### src/rtl/tdm_demux.sv
// TDM frame demultiplexer: collects CHANNELS serial words per frame, aligned on
// in_sof, and publishes each complete frame atomically on a wide output bus.
module tdm_demux #(
  parameter int WIDTH    = 8,
  parameter int CHANNELS = 8,
  parameter int SW       = $clog2(CHANNELS)
) (
  input  logic                      clk,
  input  logic                      rst_n,
  input  logic                      in_valid,
  input  logic                      in_sof,
  input  logic [WIDTH-1:0]          in_data,
  output logic [CHANNELS*WIDTH-1:0] out_data,
  output logic                      out_valid,
  output logic [SW-1:0]             slot,
  output logic                      locked,
  output logic                      frame_err
);

  typedef enum logic {
    HUNT = 1'b0,
    RUN  = 1'b1
  } state_t;

  state_t                  state;
  state_t                  state_next;
  logic [SW-1:0]           slot_next;
  logic [SW-1:0]           store_idx;
  logic                    store;
  logic                    publish;
  logic                    err;
  logic [WIDTH-1:0]        shadow [CHANNELS];
  logic [CHANNELS*WIDTH-1:0] frame;

  // Framing decisions; an SOF word always lands in slot 0 regardless of state.
  always_comb begin
    state_next = state;
    slot_next  = slot;
    store      = 1'b0;
    publish    = 1'b0;
    err        = 1'b0;
    store_idx  = in_sof ? '0 : slot;
    if (in_valid) begin
      case (state)
        HUNT: begin
          if (in_sof) begin
            store      = 1'b1;
            slot_next  = SW'(1);
            state_next = RUN;
          end
        end
        RUN: begin
          if (in_sof) begin
            store     = 1'b1;
            slot_next = SW'(1);
            err       = (slot != '0);
          end else if (slot == '0) begin
            err        = 1'b1;
            state_next = HUNT;
          end else begin
            store     = 1'b1;
            slot_next = slot + SW'(1);
            publish   = (slot == SW'(CHANNELS - 1));
          end
        end
        default: state_next = HUNT;
      endcase
    end
  end

  // The word currently being accepted replaces its slot so the published frame is complete.
  always_comb begin
    frame = '0;
    for (int k = 0; k < CHANNELS; k++) begin
      if (SW'(k) == slot) frame[k*WIDTH +: WIDTH] = in_data;
      else                frame[k*WIDTH +: WIDTH] = shadow[k];
    end
  end

  always_ff @(posedge clk or negedge rst_n) begin
    if (!rst_n) begin
      state     <= HUNT;
      slot      <= '0;
      locked    <= 1'b0;
      out_data  <= '0;
      out_valid <= 1'b0;
      frame_err <= 1'b0;
      for (int k = 0; k < CHANNELS; k++) shadow[k] <= '0;
    end else begin
      state     <= state_next;
      slot      <= slot_next;
      locked    <= (state_next == RUN);
      out_valid <= publish;
      frame_err <= err;
      if (store) shadow[store_idx] <= in_data;
      if (publish) out_data <= frame;
    end
  end

endmodule

### config.mk
export PLATFORM = sky130hd
export DESIGN_NAME = tdm_demux
export DESIGN_NICKNAME = d
export VERILOG_FILES = /design/src/rtl/tdm_demux.sv
export SDC_FILE = /design/constraint.sdc
export NUM_CORES = 1
export LEC_CHECK = 0
export BUFFER_PORTS_ARGS = -buffer_cell sky130_fd_sc_hd__buf_2
export CAP_MARGIN = 20
export CORE_ASPECT_RATIO = 1.1
export CORE_MARGIN = 2
export CORE_UTILIZATION = 62
export CTS_CLUSTER_DIAMETER = 40
export DETAILED_ROUTE_END_ITERATION = 8
export HOLD_SLACK_MARGIN = 0.1
export PLACE_DENSITY = 0.85
export SLEW_MARGIN = 5
export SYNTH_ARGS = -nofsm -noshare
export SYNTH_HDL_FRONTEND = slang
export SYNTH_SLANG_ARGS = --single-unit
export TNS_END_PERCENT = 1
### constraint.sdc
create_clock -name clk -period 8.59 [get_ports clk]
set_clock_uncertainty 0.15 [all_clocks]
set_input_delay 0.859 -clock clk [delete_from_list [all_inputs] [get_ports clk]]
set_output_delay 0.859 -clock clk [all_outputs]
set_load 0.02 [all_outputs]
==> flow_results.org <==
** Layout
- Leaving out fill and tap cells, the most frequent cells in the layout are 134 x dfrtp_1, 80 x buf_2, 66 x nor2_1, 59 x a21oi_1, 57 x mux2i_1.
- Design Area, Final :: 6950 um^2
- From synthesis to final layout, the design area changed by 18.0%.
- 0 antenna diodes ended up in the layout.
- Cell Count, Final, Fillers Out :: 681
- Cells with a size suffix above 1 make up 32.1% of the layout.
- The final layout contains 571 nets.
- The library cell used most frequently in the layout, excluding fill and tap cells, is dfrtp_1.
- Layout filler cell count :: 582
- Core occupancy in the finished layout :: 74.7%

** Floorplanning
- Measured along the x axis, the die boundary spans 96.9 um.
- The region available for standard cell placement spans 9310 um^2.
- Starting utilization of the core area :: 63.3%
- Die ar. :: 10,300 um^2
- Die Y-Extent :: 106 um
- During I/O placement, the number of pins put on the boundary was 82.
- In this run the core area contains 37 standard-cell rows.

** Critical path
- STA classifies the critical path endpoint as a register.
- Crit path launch type :: register
- For the worst setup path, the data arrival time is 3.68 ns.
- Family with the most delay on the worst path :: simple AND/OR/NAND/NOR gates
- The setup path with the least slack is of type register to register.
- Worst-path cell chain :: inv_1, ha_1, nand2b_1, inv_2, ha_1, nand2_1, o211ai_4, or4_1, mux2_4
- In this run the worst path has a maximum fanout of 11.
- Counting stages on the worst path, the most repeated cell is ha_1.
- Worst Path Required :: 8.85 ns
- The largest single stage delay on the critical path is 0.76 ns.
- Worst-path cell with the longest stage delay :: or4_1
- Together, buffers and inverters on the worst path number 2.

** Power and ir drop
- Share of power burned in registers :: 38.8%
- In this run, the clock network consumes 32.2% of the power.
- IR analysis of the VDD net gives a maximum drop of 0.176 mV.
- The analysis attributes to net switching a power of 0.808 mW.
- Power per cell area :: 364 nW/um^2
- Internal power contribution :: 1.72 mW
- Leakage power summed over all cells :: 3.67 nW
- In this run, the combinational gates consume 29.1% of the power.
- Switching part of the total :: 31.9%

** Clock network
- Cts bufs inserted :: 17
- The cell sitting at the root of the clock tree is a clkbuf_8.
- Buffers inserted to repair hold after CTS numbered 0.
- Worst skew pair latency :: 0.53 ns
- Clock-pin slew was measured on the worst setup and hold paths at 0.06 ns.
- TritonCTS clock tree :: done
- Setup Fix Bufs, Post-CTS :: 0
- Number of gates resized after cts :: 0
- Number of sinks on the clock net :: 134
- Number of H-tree levels :: 4
- The clock passes through at most 2 buffers.

** Flow run
- The tool flagged a number of max-cap violations equal to 0.

** Status
- The run finished with clean final reports.

** Placed design
- After detailed placement, the total cell area comes to 6280 um^2.
- Counting tap cells, the placed design contains a total of 650 instances.
- The congestion estimate from routability-driven global placement came to 0.831.
- Summed over all nets, the half-perimeter wirelength after detailed placement is 7.74 mm.
- In this run the tool buffered the top-level ports with 81 buffer cells.

** STA
- Setup violations remaining at the end of the flow were counted as 0.
- Achievable Freq :: 292 MHz
- At the pin with the least slew margin, the transition time is 0.844 ns.
- The final max-slew violation count came to 0.
- Total negative setup slack :: 0 ns
- Setup repair after global routing missed its margin :: no
- Measured against its own limit, the worst slew margin works out to 43.7%.
- The final critical path takes up 39.9% of the cycle.
- Min Tclk post-route :: 3.43 ns
- Worst Hold Margin :: 0.267 ns
- Final Hold Violating Endpoints :: 0

** Synthesis
- Post-synth EDFFs :: 0
- Sequential elements use 56.9% of the synthesized area.
- Count of distinct cell types in the synthesized netlist :: 29
- Mapped Nets :: 502
- Summing the areas of all compound-gate instances in the mapped netlist gives 6.71% of the synthesized area.
- Each instance of the synthesized netlist takes up on average 12.2 um^2.
- Combined area of all synthesized cells :: 5890 um^2
- Synth Area in XOR/XNOR :: 0%
- In the synthesized netlist the dominant register cell turns out to be dfrtp_1.
- Simple-Gate Fraction of Synth Area :: 8.28%
- Number of instances in the synthesized netlist :: 483
- FF+latch count, synth :: 134
- Adder-cell area share of the yosys netlist :: 1.49%
- Combinational family with the most area after synthesis :: multiplexers
- The Yosys step of the flow raised 0 warnings.
- Asr flop ratio synth :: 100%
- Fraction of synthesized area in multiplexers :: 22.9%

** Drt
- Routed Wire Length :: 12.6 mm
- Mean number of vias per cell :: 5.68
- Initial DRC Count :: 243
- DRC :: 0
- Before antenna repair, the detailed router went through 4 iterations.
- Dividing the detail-routed wire length by the instance count gives 18.6 um.
- Via count :: 3,865
- Antenna viol nets, final :: 0

** Min path
- Worst min path class :: input pin to async pin

** GRT
- Aggregate global routing overflow :: 0
- Overall fraction of global-route tracks in use :: 26.0%
- First-pass GRT wire length :: 20.7 mm
- Entering global routing, the biggest net connects 84 pins.
- Number of global-route vias before repair :: 4,022
- Number of antenna violations at the first check in global routing :: 0
power by group through the flow:
| stage | Sequential (mW) | Clock, mW | Combinational [mW] |
|---|---|---|---|
| 2_1_floorplan | 1.06 | 0 | 0.433 |
| 4_1_cts | 0.978 | 0.822 | 0.740 |
| 3_5_place_dp | 0.983 | 0 | 0.725 |
| 5_1_grt | 1.01 | 0.850 | 0.800 |
| 3_3_place_gp | 0.967 | 0 | 0.701 |
| 6_report | 0.982 | 0.814 | 0.736 |
worst register-to-register path, cell delays in order, from the launching register on:
cell	delay (ns)
dfrtp_1	0.57
inv_1	0.15
ha_1	0.26
nand2b_1	0.33
inv_2	0.20
ha_1	0.23
nand2_1	0.11
o211ai_4	0.15
or4_1	0.76
mux2_4	0.39
area by class of cell:
class                   instances  area (um^2)  area share [%]
flip-flops and latches        134         3350            48.2
clock inverters                 9          195            2.81
clock buffers                  22          473            6.80
repair buffers                 84          430            6.19
inverters                       6         22.5           0.324
well taps                     117          146            2.11
multi-input cells             309         2330            33.5
final timing paths:
check	from	endpoint	slack, ns	depth (start not counted)
hold reg to reg	shadow[8]	shadow[8]	0.34	1
setup reg to reg	slot[1]	shadow[30]	5.16	9
max in group asynchronous	rst_n	shadow[40]	6.68	2
min in group clk	shadow[8]	shadow[8]	0.34	1
setup / recovery	slot[1]	shadow[30]	5.16	9
hold / removal	rst_n	shadow[48]	0.27	1
metrics by stage:
stage | total power [mW] | setup WS (ns)
after floorplan | 1.49 | 5.45
after global placement | 1.67 | 5.39
after detailed placement | 1.71 | 5.26
after CTS | 2.54 | 5.20
after global routing | 2.66 | 5.02
final | 2.53 | 5.16
logic make-up (layout without fill, tap and decap cells):
logic type,after synthesis,after routing
flip-flops,134,134
buffers and inverters,40,121
AO/OA/AOI/OAI,72,72
AND/OR/NAND/NOR,109,109
multiplexers,121,121
adder cells (fa/ha/maj),7,7
metal layers:
layer,GRT usage [%],vias up,wire (um)
met5,0,-,0
met4,11.5,0,377
met3,8.22,28,707
met2,41.0,107,6090
met1,33.4,1925,5460
li1,-,1805,-
cells in the mapped netlist, types with 3 or more instances:
cell | n | area share (%)
mux2_1 | 6 | 1.1
buf_6 | 3 | 0.57
a21oi_1 | 59 | 5.0
nor3_1 | 3 | 0.25
mux2_4 | 16 | 4.1
dfrtp_1 | 134 | 57
mux2i_1 | 57 | 9.7
buf_4 | 8 | 1.0
mux2_2 | 42 | 8.0
nor2_1 | 66 | 4.2
inv_1 | 5 | 0.32
nand2_1 | 31 | 2.0
ha_1 | 7 | 1.5
buf_2 | 11 | 0.93
a31oi_1 | 8 | 0.85
clkbuf_1 | 10 | 0.64
sequential cells by signal, summed over array words and instances (netlist names):
register / flops
shadow: 64
slot: 3
out_valid: 1
frame_err: 1
out_data: 64
state: 1
No activity file was read; power rests on OpenSTA's default activity.
